File: src/rtl/idft_16to32_pkg.sv
// ---------------------------------------------------------------------------
// fft_pkg
//   Shared constants and the controller state type for the 32-point real
//   IDFT merge stage (two 16-point half spectra -> 32 time samples).
// ---------------------------------------------------------------------------
package fft_pkg;

    localparam int FFT_N    = 32;
    localparam int FFT_HALF = 16;

    typedef enum logic [1:0] {
        ST_LOAD_A = 2'd0,
        ST_MERGE  = 2'd1,
        ST_DRAIN  = 2'd2
    } state_e;

endpackage

File: src/rtl/idft_16to32_if.sv
// ---------------------------------------------------------------------------
// idft_16to32_if
//   Streaming bus for idft_16to32.
//   in_data/in_valid/in_ready    : input sample stream (fa0..fa15, fb0..fb15)
//   out_data/out_valid/out_ready : output sample stream (x0..x31)
//   out_last                     : marks x31
//   master : stream producer/consumer (testbench or upstream logic)
//   slave  : the idft_16to32 block
// ---------------------------------------------------------------------------
interface idft_16to32_if #(
    parameter int IN_W  = 8,
    parameter int OUT_W = 8
);

    logic signed [IN_W-1:0]  in_data;
    logic                    in_valid;
    logic                    in_ready;
    logic signed [OUT_W-1:0] out_data;
    logic                    out_valid;
    logic                    out_ready;
    logic                    out_last;

    modport master (
        output in_data, in_valid, out_ready,
        input  in_ready, out_data, out_valid, out_last
    );

    modport slave (
        input  in_data, in_valid, out_ready,
        output in_ready, out_data, out_valid, out_last
    );

endinterface

File: src/rtl/idft_16to32_ibut_real.sv
// ---------------------------------------------------------------------------
// ibut_real
//   Real-valued half-scaled butterfly.
//   a, b : signed IN_W inputs
//   p    : (a + b) >>> 1, sign-extended to OUT_W
//   n    : (a - b) >>> 1, sign-extended to OUT_W
//   The sum/difference is formed one bit wider than the inputs, so after the
//   floor shift the result always fits back into IN_W bits.
// ---------------------------------------------------------------------------
module ibut_real #(
    parameter int IN_W  = 8,
    parameter int OUT_W = 8
) (
    input  logic signed [IN_W-1:0]  a,
    input  logic signed [IN_W-1:0]  b,
    output logic signed [OUT_W-1:0] p,
    output logic signed [OUT_W-1:0] n
);

    logic signed [IN_W:0] sum_s;
    logic signed [IN_W:0] dif_s;

    assign sum_s = (IN_W+1)'(a) + (IN_W+1)'(b);
    assign dif_s = (IN_W+1)'(a) - (IN_W+1)'(b);

    // Arithmetic shift gives floor division; the cast drops the redundant
    // sign bit or sign-extends, depending on OUT_W.
    assign p = OUT_W'(sum_s >>> 1);
    assign n = OUT_W'(dif_s >>> 1);

endmodule

File: src/rtl/idft_16to32.sv
// ---------------------------------------------------------------------------
// idft_16to32
//   Merges two 16-sample half spectra fa/fb into 32 time samples:
//     x[n]    = (fa[n] + fb[n]) >>> 1
//     x[n+16] = (fa[n] - fb[n]) >>> 1
//   Ports:
//     clk : rising-edge clock
//     rst : synchronous, active-high reset
//     bus : idft_16to32_if.slave (in_* input stream, out_* output stream)
//   Flow: LOAD_A stores fa into the buffer; MERGE streams x0..x15 out while
//   overwriting each buffer entry with x[n+16]; DRAIN streams x16..x31.
// ---------------------------------------------------------------------------
module idft_16to32
    import fft_pkg::*;
#(
    parameter int IN_W  = 8,
    parameter int OUT_W = 8
) (
    input  logic             clk,
    input  logic             rst,
    idft_16to32_if.slave     bus
);

    state_e                  state_r;
    logic [3:0]              idx_r;
    logic signed [IN_W-1:0]  buf_r [FFT_HALF];
    logic signed [OUT_W-1:0] out_data_r;
    logic                    out_valid_r;
    logic                    out_last_r;

    logic                    in_ready_s;
    logic                    in_fire_s;
    logic                    out_fire_s;
    logic                    out_free_s;
    logic                    wr_en_s;
    logic signed [IN_W-1:0]  wr_data_s;
    logic signed [IN_W-1:0]  rd_data_s;
    logic signed [OUT_W-1:0] sum_s;
    logic signed [OUT_W-1:0] dif_s;

    // Output register can take a new value when empty or being consumed.
    assign out_free_s = !out_valid_r || bus.out_ready;
    assign in_fire_s  = bus.in_valid && in_ready_s;
    assign out_fire_s = out_valid_r && bus.out_ready;

    // Single read port: fa[idx] during MERGE, x[idx+16] during DRAIN.
    assign rd_data_s = buf_r[idx_r];

    ibut_real #(
        .IN_W  (IN_W),
        .OUT_W (OUT_W)
    ) u_but (
        .a (rd_data_s),
        .b (bus.in_data),
        .p (sum_s),
        .n (dif_s)
    );

    // Input acceptance per state; never looks at in_valid.
    always_comb begin
        in_ready_s = 1'b0;
        case (state_r)
            ST_LOAD_A: in_ready_s = 1'b1;
            ST_MERGE:  in_ready_s = out_free_s;
            ST_DRAIN:  in_ready_s = 1'b0;
            default:   in_ready_s = 1'b0;
        endcase
    end

    // Buffer write port: raw fa in LOAD_A, difference term in MERGE.
    always_comb begin
        wr_en_s   = 1'b0;
        wr_data_s = bus.in_data;
        if (in_fire_s) begin
            wr_en_s = 1'b1;
            if (state_r == ST_MERGE) begin
                wr_data_s = dif_s[IN_W-1:0];
            end else begin
                wr_data_s = bus.in_data;
            end
        end else begin
            wr_en_s = 1'b0;
        end
    end

    // Sample buffer; left unreset so it can map onto a RAM.
    always_ff @(posedge clk) begin
        if (wr_en_s) begin
            buf_r[idx_r] <= wr_data_s;
        end
    end

    // Frame controller and output register.
    always_ff @(posedge clk) begin
        if (rst) begin
            state_r     <= ST_LOAD_A;
            idx_r       <= 4'd0;
            out_data_r  <= {OUT_W{1'b0}};
            out_valid_r <= 1'b0;
            out_last_r  <= 1'b0;
        end else begin
            case (state_r)
                ST_LOAD_A: begin
                    if (in_fire_s) begin
                        idx_r <= idx_r + 4'd1;
                        if (idx_r == 4'd15) begin
                            state_r <= ST_MERGE;
                        end
                    end
                end
                ST_MERGE: begin
                    if (in_fire_s) begin
                        out_data_r  <= sum_s;
                        out_valid_r <= 1'b1;
                        out_last_r  <= 1'b0;
                        idx_r       <= idx_r + 4'd1;
                        if (idx_r == 4'd15) begin
                            state_r <= ST_DRAIN;
                        end
                    end else if (out_fire_s) begin
                        out_valid_r <= 1'b0;
                    end
                end
                ST_DRAIN: begin
                    // Once x31 sits in the output register, only wait for it
                    // to be taken; otherwise keep refilling from the buffer.
                    if (out_last_r) begin
                        if (out_fire_s) begin
                            out_valid_r <= 1'b0;
                            out_last_r  <= 1'b0;
                            idx_r       <= 4'd0;
                            state_r     <= ST_LOAD_A;
                        end
                    end else if (out_free_s) begin
                        out_data_r  <= OUT_W'(rd_data_s);
                        out_valid_r <= 1'b1;
                        out_last_r  <= (idx_r == 4'd15);
                        idx_r       <= idx_r + 4'd1;
                    end
                end
                default: begin
                    state_r     <= ST_LOAD_A;
                    idx_r       <= 4'd0;
                    out_valid_r <= 1'b0;
                    out_last_r  <= 1'b0;
                end
            endcase
        end
    end

    assign bus.in_ready  = in_ready_s;
    assign bus.out_data  = out_data_r;
    assign bus.out_valid = out_valid_r;
    assign bus.out_last  = out_last_r;

endmodule
File: src/flat_wrapper.sv
// flat-port wrapper written by rule: the top's interface ports become plain ports
module idft_16to32_flat import fft_pkg::*;
#(
    parameter int IN_W  = 8,
    parameter int OUT_W = 8
)
  (clk, rst, bus_in_data, bus_in_valid, bus_out_ready, bus_in_ready, bus_out_data, bus_out_valid, bus_out_last);
  idft_16to32_if #(.IN_W(IN_W), .OUT_W(OUT_W)) bus_i ();
  input  logic clk;
  input  logic rst;
  input wire logic [$bits(bus_i.in_data)-1:0] bus_in_data;
  input wire logic [$bits(bus_i.in_valid)-1:0] bus_in_valid;
  input wire logic [$bits(bus_i.out_ready)-1:0] bus_out_ready;
  output wire logic [$bits(bus_i.in_ready)-1:0] bus_in_ready;
  output wire logic [$bits(bus_i.out_data)-1:0] bus_out_data;
  output wire logic [$bits(bus_i.out_valid)-1:0] bus_out_valid;
  output wire logic [$bits(bus_i.out_last)-1:0] bus_out_last;
  assign bus_i.in_data = bus_in_data;
  assign bus_i.in_valid = bus_in_valid;
  assign bus_i.out_ready = bus_out_ready;
  assign bus_in_ready = bus_i.in_ready;
  assign bus_out_data = bus_i.out_data;
  assign bus_out_valid = bus_i.out_valid;
  assign bus_out_last = bus_i.out_last;
  idft_16to32 #(.IN_W(IN_W), .OUT_W(OUT_W)) u_core (.clk(clk), .rst(rst), .bus(bus_i));
endmodule
File: config.mk
export PLATFORM = sky130hd
export DESIGN_NAME = idft_16to32_flat
export DESIGN_NICKNAME = d
export VERILOG_FILES = /design/src/rtl/idft_16to32_pkg.sv /design/src/rtl/idft_16to32_if.sv /design/src/rtl/idft_16to32_ibut_real.sv /design/src/rtl/idft_16to32.sv /design/src/flat_wrapper.sv
export SDC_FILE = /design/constraint.sdc
export NUM_CORES = 1
export LEC_CHECK = 0
export BUFFER_PORTS_ARGS = -buffer_cell sky130_fd_sc_hd__buf_2
export CORE_MARGIN = 8
export CORE_UTILIZATION = 58
export CTS_BUF_LIST = sky130_fd_sc_hd__clkbuf_4 sky130_fd_sc_hd__clkbuf_8
export DETAILED_ROUTE_END_ITERATION = 8
export HOLD_SLACK_MARGIN = 0.15
export PLACE_DENSITY = 0.78
export SYNTH_ARGS = -nofsm -noshare
export SYNTH_HDL_FRONTEND = slang
export SYNTH_SLANG_ARGS = --single-unit
export TNS_END_PERCENT = 20
File: constraint.sdc
create_clock -name clk -period 4.2 [get_ports clk]
set_input_delay 0 -clock clk [delete_from_list [all_inputs] [get_ports clk]]
set_output_delay 0 -clock clk [all_outputs]
set_load 0.01 [all_outputs]
* Word level (Yosys, flattened, before mapping)
Memory sizes are Yosys's and may differ from the RTL's. A register that Yosys moved wholly into a read port is not among the register bits. Cells that the tools add are included.
Storage, ports and cells: bits of input ports 12, memory bits (writable) 128, word-level logic and storage cells 70, register bits 16, output and inout bits 11, memories 1
Cells by class: reductions and logical operators 12, $add $sub $neg 3, bitwise gates (word level) 1, multiplexer cells 34, equal/unequal tests 14
Memories:
- u_core.buf_r | depth 16, width 8, rd ports 1, clocked after Yosys merged registers in 1, write ports 1, line idft_16to32.sv:26 | logic signed [IN_W-1:0] buf_r [FFT_HALF];
Operator list (count):
- $mux W8 | 5
- $mux W4 | 6
- $pmux W8 S2 | 1
- $ne A2 B1 Y1 const B | 7
- $mux W2 | 6
- $mux W1 | 11
- $add A8 B8 Y9 | 1
- $sub A8 B8 Y9 | 1
- $pmux W4 S2 | 1
- $pmux W1 S3 | 2
- $pmux W2 S3 | 1
- $reduce_and A6 Y1 | 1
- $add A4 B1 Y4 const B | 1
- $eq A4 B4 Y1 const B | 1
- $ne A2 B2 Y1 const B | 2
- $reduce_and A2 Y1 | 2
- $reduce_and A4 Y1 | 1
- $ne A3 B1 Y1 const B | 1
- $ne A3 B3 Y1 const B | 1
- $reduce_and A3 Y1 | 1
- $eq A2 B1 Y1 const B | 1
- $eq A2 B2 Y1 const B | 1
- $logic_and A1 B1 Y1 | 2
- $logic_not A2 Y1 | 1
- other kinds (6) | 6

* Depth between registers and ports, before layout
depth after elaboration 8, depth in mapped cells 15, mapped depth without buffers 12

* Cells and area by module
From an unflattened synthesis, not the netlist that was laid out.
Second synthesis, totals: cells, all modules 468, area, all modules 7028.0 µm²
Modules (own cells, without submodules):
- idft_16to32 | area an instance 6333.6 µm², cells each 377, sequential area each 4244.1 µm², times used 1
- ibut_real | area an instance 694.4 µm², cells each 91, sequential area each 0.0 µm², times used 1

* Worst setup path after synthesis
OpenSTA, ideal clock, no wires.
path type register to register, start point register with a tool-made name, end point memory u_core.buf_r[0][5] (data pin), clock period less this slack 3.987 ns, path buffers 3, required time 3.870 ns, arrival 3.657 ns, slack 0.213 ns, library setup time 0.330 ns, stages on the path, launching flop included 13, cells stage by stage dfxtp_1 buf_6 buf_8 buf_6 mux4_2 mux4_2 fa_1 a21o_1 a21oi_1 o21bai_1 a21oi_1 xor2_1 o21ai_0
RTL lines (line):
- to (decl) | idft_16to32.sv:26

==> impl_metrics.json <==
{
  "core_area_um2": 11960,
  "port_buffer_count": 22,
  "cts_sinks": 148,
  "avgSynthCellArea_um2": 14.06,
  "grt_setup_unrepaired": "no",
  "yosysTopAreaCell": "edfxtp_1",
  "globalRouteOverflowTotal": 0,
  "path_cells": "mux4_2, mux4_2, fa_1, a21o_1, a21oi_1, o21bai_1, a21oi_1, xor2_1, o21ai_1",
  "clockBufferDepth": 2,
  "ys_seq_elements": 148,
  "ys_warn_count": 0,
  "antenna_cells": 0,
  "initialDrtViolationCount": 470,
  "die_y_um": 126.3,
  "end_kind": "flop",
  "worst-setup-path-type": "reg2reg",
  "period_share_pct": 92.83,
  "share_of_the_yosys_chip_area_belonging_to_registers_pct": 60.11,
  "critical-path-max-stage-delay_ns": 0.77,
  "insertion_delay_of_the_later_clocked_pin_in_the_worst_skew_pair_ns": 0.45,
  "timing.critical_path.from_type": "flop",
  "result_of_the_run": "completed",
  "main_synth_ff_type": "edfxtp_1",
  "areaGrowthSynthToFinish_pct": 11.64,
  "floorplan.io_pins": 23,
  "synth_commonest_cells": "edfxtp_1 (128), nor2_1 (35), mux4_2 (32), nand2_1 (32), ha_1 (23)",
  "detailed_place_hpwl_mm": 10.52,
  "vdd.ir_drop.worst_mv": 0.1929,
  "drt-pass1-iter-count": 5,
  "timing.slew.headroom_pct": 25.72,
  "cts_tree": "built",
  "cts.htree.levels": 4,
  "worst-path-max-fanout": 16,
  "synth_area_leaders": "edfxtp_1 (54%), mux4_2 (10%), dfxtp_1 (5.7%)",
  "wl_per_cell_um": 21.77,
  "post_route_cells_drive_above_1_share_pct": 21.10,
  "die_width_um": 126.3,
  "total_power_mw": 3.007,
  "number_of_global_route_vias_before_repair": 4452,
  "seq_area_um2": 4245,
  "postRouteWirelength_mm": 15.48,
  "detailedPlace.worstSlack_ns": -0.1088,
  "cp_data_arrival_time_ns": 4.01,
  "cts_inserted_buffers": 17,
  "synth.top_cell.area_share_pct": 54.44,
  "holdCritPathClass": "in2reg",
  "timing.max_cap.violations": 0,
  "rows": 40,
  "post-route-util_pct": 65.90,
  "finalHoldViolCount": 0,
  "drc": 0,
  "routed_via_density": 6.367,
  "final.setup_skew_ns": 0.01937,
  "fin_area_um2": 7883,
  "die-area_um2": 15960,
  "floorplan.initialDensity_pct": 59.03,
  "routed-via-count": 4527,
  "power_per_cell_area_nw_per_um2": 381.5,
  "critical-path-slowest-cell": "o21ai_1",
  "edff_count_synth": 128,
  "worst_pin_slew_ns": 1.110,
  "fmax_mhz": 256.5,
  "timing.setup.tns_ns": 0,
  "synth_area_um2": 7061,
  "grt_pass1_wl_mm": 23.82,
  "critPathRequiredTime_ns": 4.31,
  "grt_max_degree": 30,
  "total_of_endpoints_with_negative_setup_slack_in_the_final_report": 0,
  "globalRouteTotalUtil_pct": 20.11,
  "number_of_antenna_violations_at_the_first_check_in_global_routing": 0,
  "synthesized_instance_count": 502,
  "placed_cells_incl_taps": 669,
  "cts_clock_pin_slew_for_the_worst_setup_and_hold_paths_ns": 0.08,
  "netlist-cell-type-count": 66,
  "multi_input_comb_area_um2": 2597,
  "gp_congestion": 0.8533,
  "timing.final.max_slew_violations": 0,
  "nFillCells": 787,
  "antenna_left": 0,
  "period_minus_slack_ns": 3.899,
  "number_of_standard_cells_in_the_layout_taps_in_and_fillers_out": 711,
  "timing.final.ws_setup_ns": 0.3010,
  "final_nets": 588,
  "placedInstanceArea_um2": 7432,
  "mappedNetlistNets": 539,
  "finalHoldWorstSlack_ns": 0.2000,
  "async_reset_ff_share_pct": 0,
  "leading_cell_type_by_number_of_instances_after_synthesis": "edfxtp_1",
  "clock_tree.root_cell": "clkbuf_8",
  "p_leak_nw": 2.725
}
[worst paths after layout]
kind,startpoint,end,slack (ns),depth (start not counted)
worst max register to register,flop,u_core.buf_r[11][5],0.30,9
worst max-delay path,flop,u_core.buf_r[11][5],0.30,9
worst min-delay path,bus_in_data[3],u_core.buf_r[2][3],0.20,4
worst min register to register,u_core.bus.out_data[3],u_core.bus.out_data[3],0.46,2
[worst max-delay path, delay by kind of cell, from the launching register on]
family	cells	cell delay (ns)
compound gates	5	1.46
xor+xnor	1	0.10
mux	2	1.09
fa+ha+maj	1	0.45
flops	1	0.48
[final cells by class]
| class | count | share of cell area [%] |
|---|---|---|
| Clock inverter | 15 | 1.476 |
| Tap cell | 147 | 2.333 |
| Clock buffer | 17 | 2.968 |
| Sequential cell | 148 | 53.86 |
| Inverter | 22 | 1.048 |
| Multi-Input combinational cell | 305 | 32.95 |
| Timing Repair Buffer | 57 | 5.365 |
[cell families (layout without fill, tap and decap cells)]
kind of cell | count (synthesis) | in the layout | share of synthesized area (%)
buffers and inverters | 49 | 111 | 3.172
adders and majority gates | 25 | 25 | 4.643
muxes | 50 | 50 | 12.83
AOI/OAI and AO/OA | 87 | 87 | 8.737
xor gates and xnor gates | 6 | 6 | 0.7443
and+or+nand+nor | 137 | 137 | 9.764
DFF | 148 | 148 | 60.11
[routing by layer]
metal / wire length, um / track usage, %
met1: 6136 / 23.51
met2: 7689 / 33.70
met3: 947 / 4.273
met4: 705 / 12.03
met5: 0 / 0
[power breakdown]
part | leakage [nW] | switching, mW | total [mW] | internal (mW)
logic | 1.24 | 0.222 | 0.403 | 0.182
registers | 1.32 | 0.0113 | 1.62 | 1.61
clock network | 0.166 | 0.524 | 0.981 | 0.457
[sequential cells by signal, indices dropped and copies added (netlist names), named ones only]
signal and flops:
u_core.bus.out_valid 1, u_core.bus.out_data 8, u_core.bus.out_last 1, u_core.state_r 2, u_core.idx_r 4, u_core.buf_r 128
[placed cells by master, fill, tap and decap left out, types with 17 or more instances in the layout]
| cell | instances |
|---|---|
| edfxtp_1 | 128 |
| inv_1 | 22 |
| ha_1 | 23 |
| clkbuf_8 | 17 |
| dfxtp_1 | 19 |
| buf_4 | 23 |
| nor2_1 | 35 |
| mux4_2 | 32 |
| nand2_1 | 32 |
| buf_2 | 22 |
[repair_timing]
| action | in CTS | in global routing |
|---|---|---|
| endpoints found under the hold margin | 44 | 0 |
| hold buffers | 10 | 0 |
| setup endpoints to repair | 16 | 0 |
| gates resized for setup | 1 | 0 |
| buffers inserted | 0 | 0 |
No activity file was read; power rests on OpenSTA's default activity.
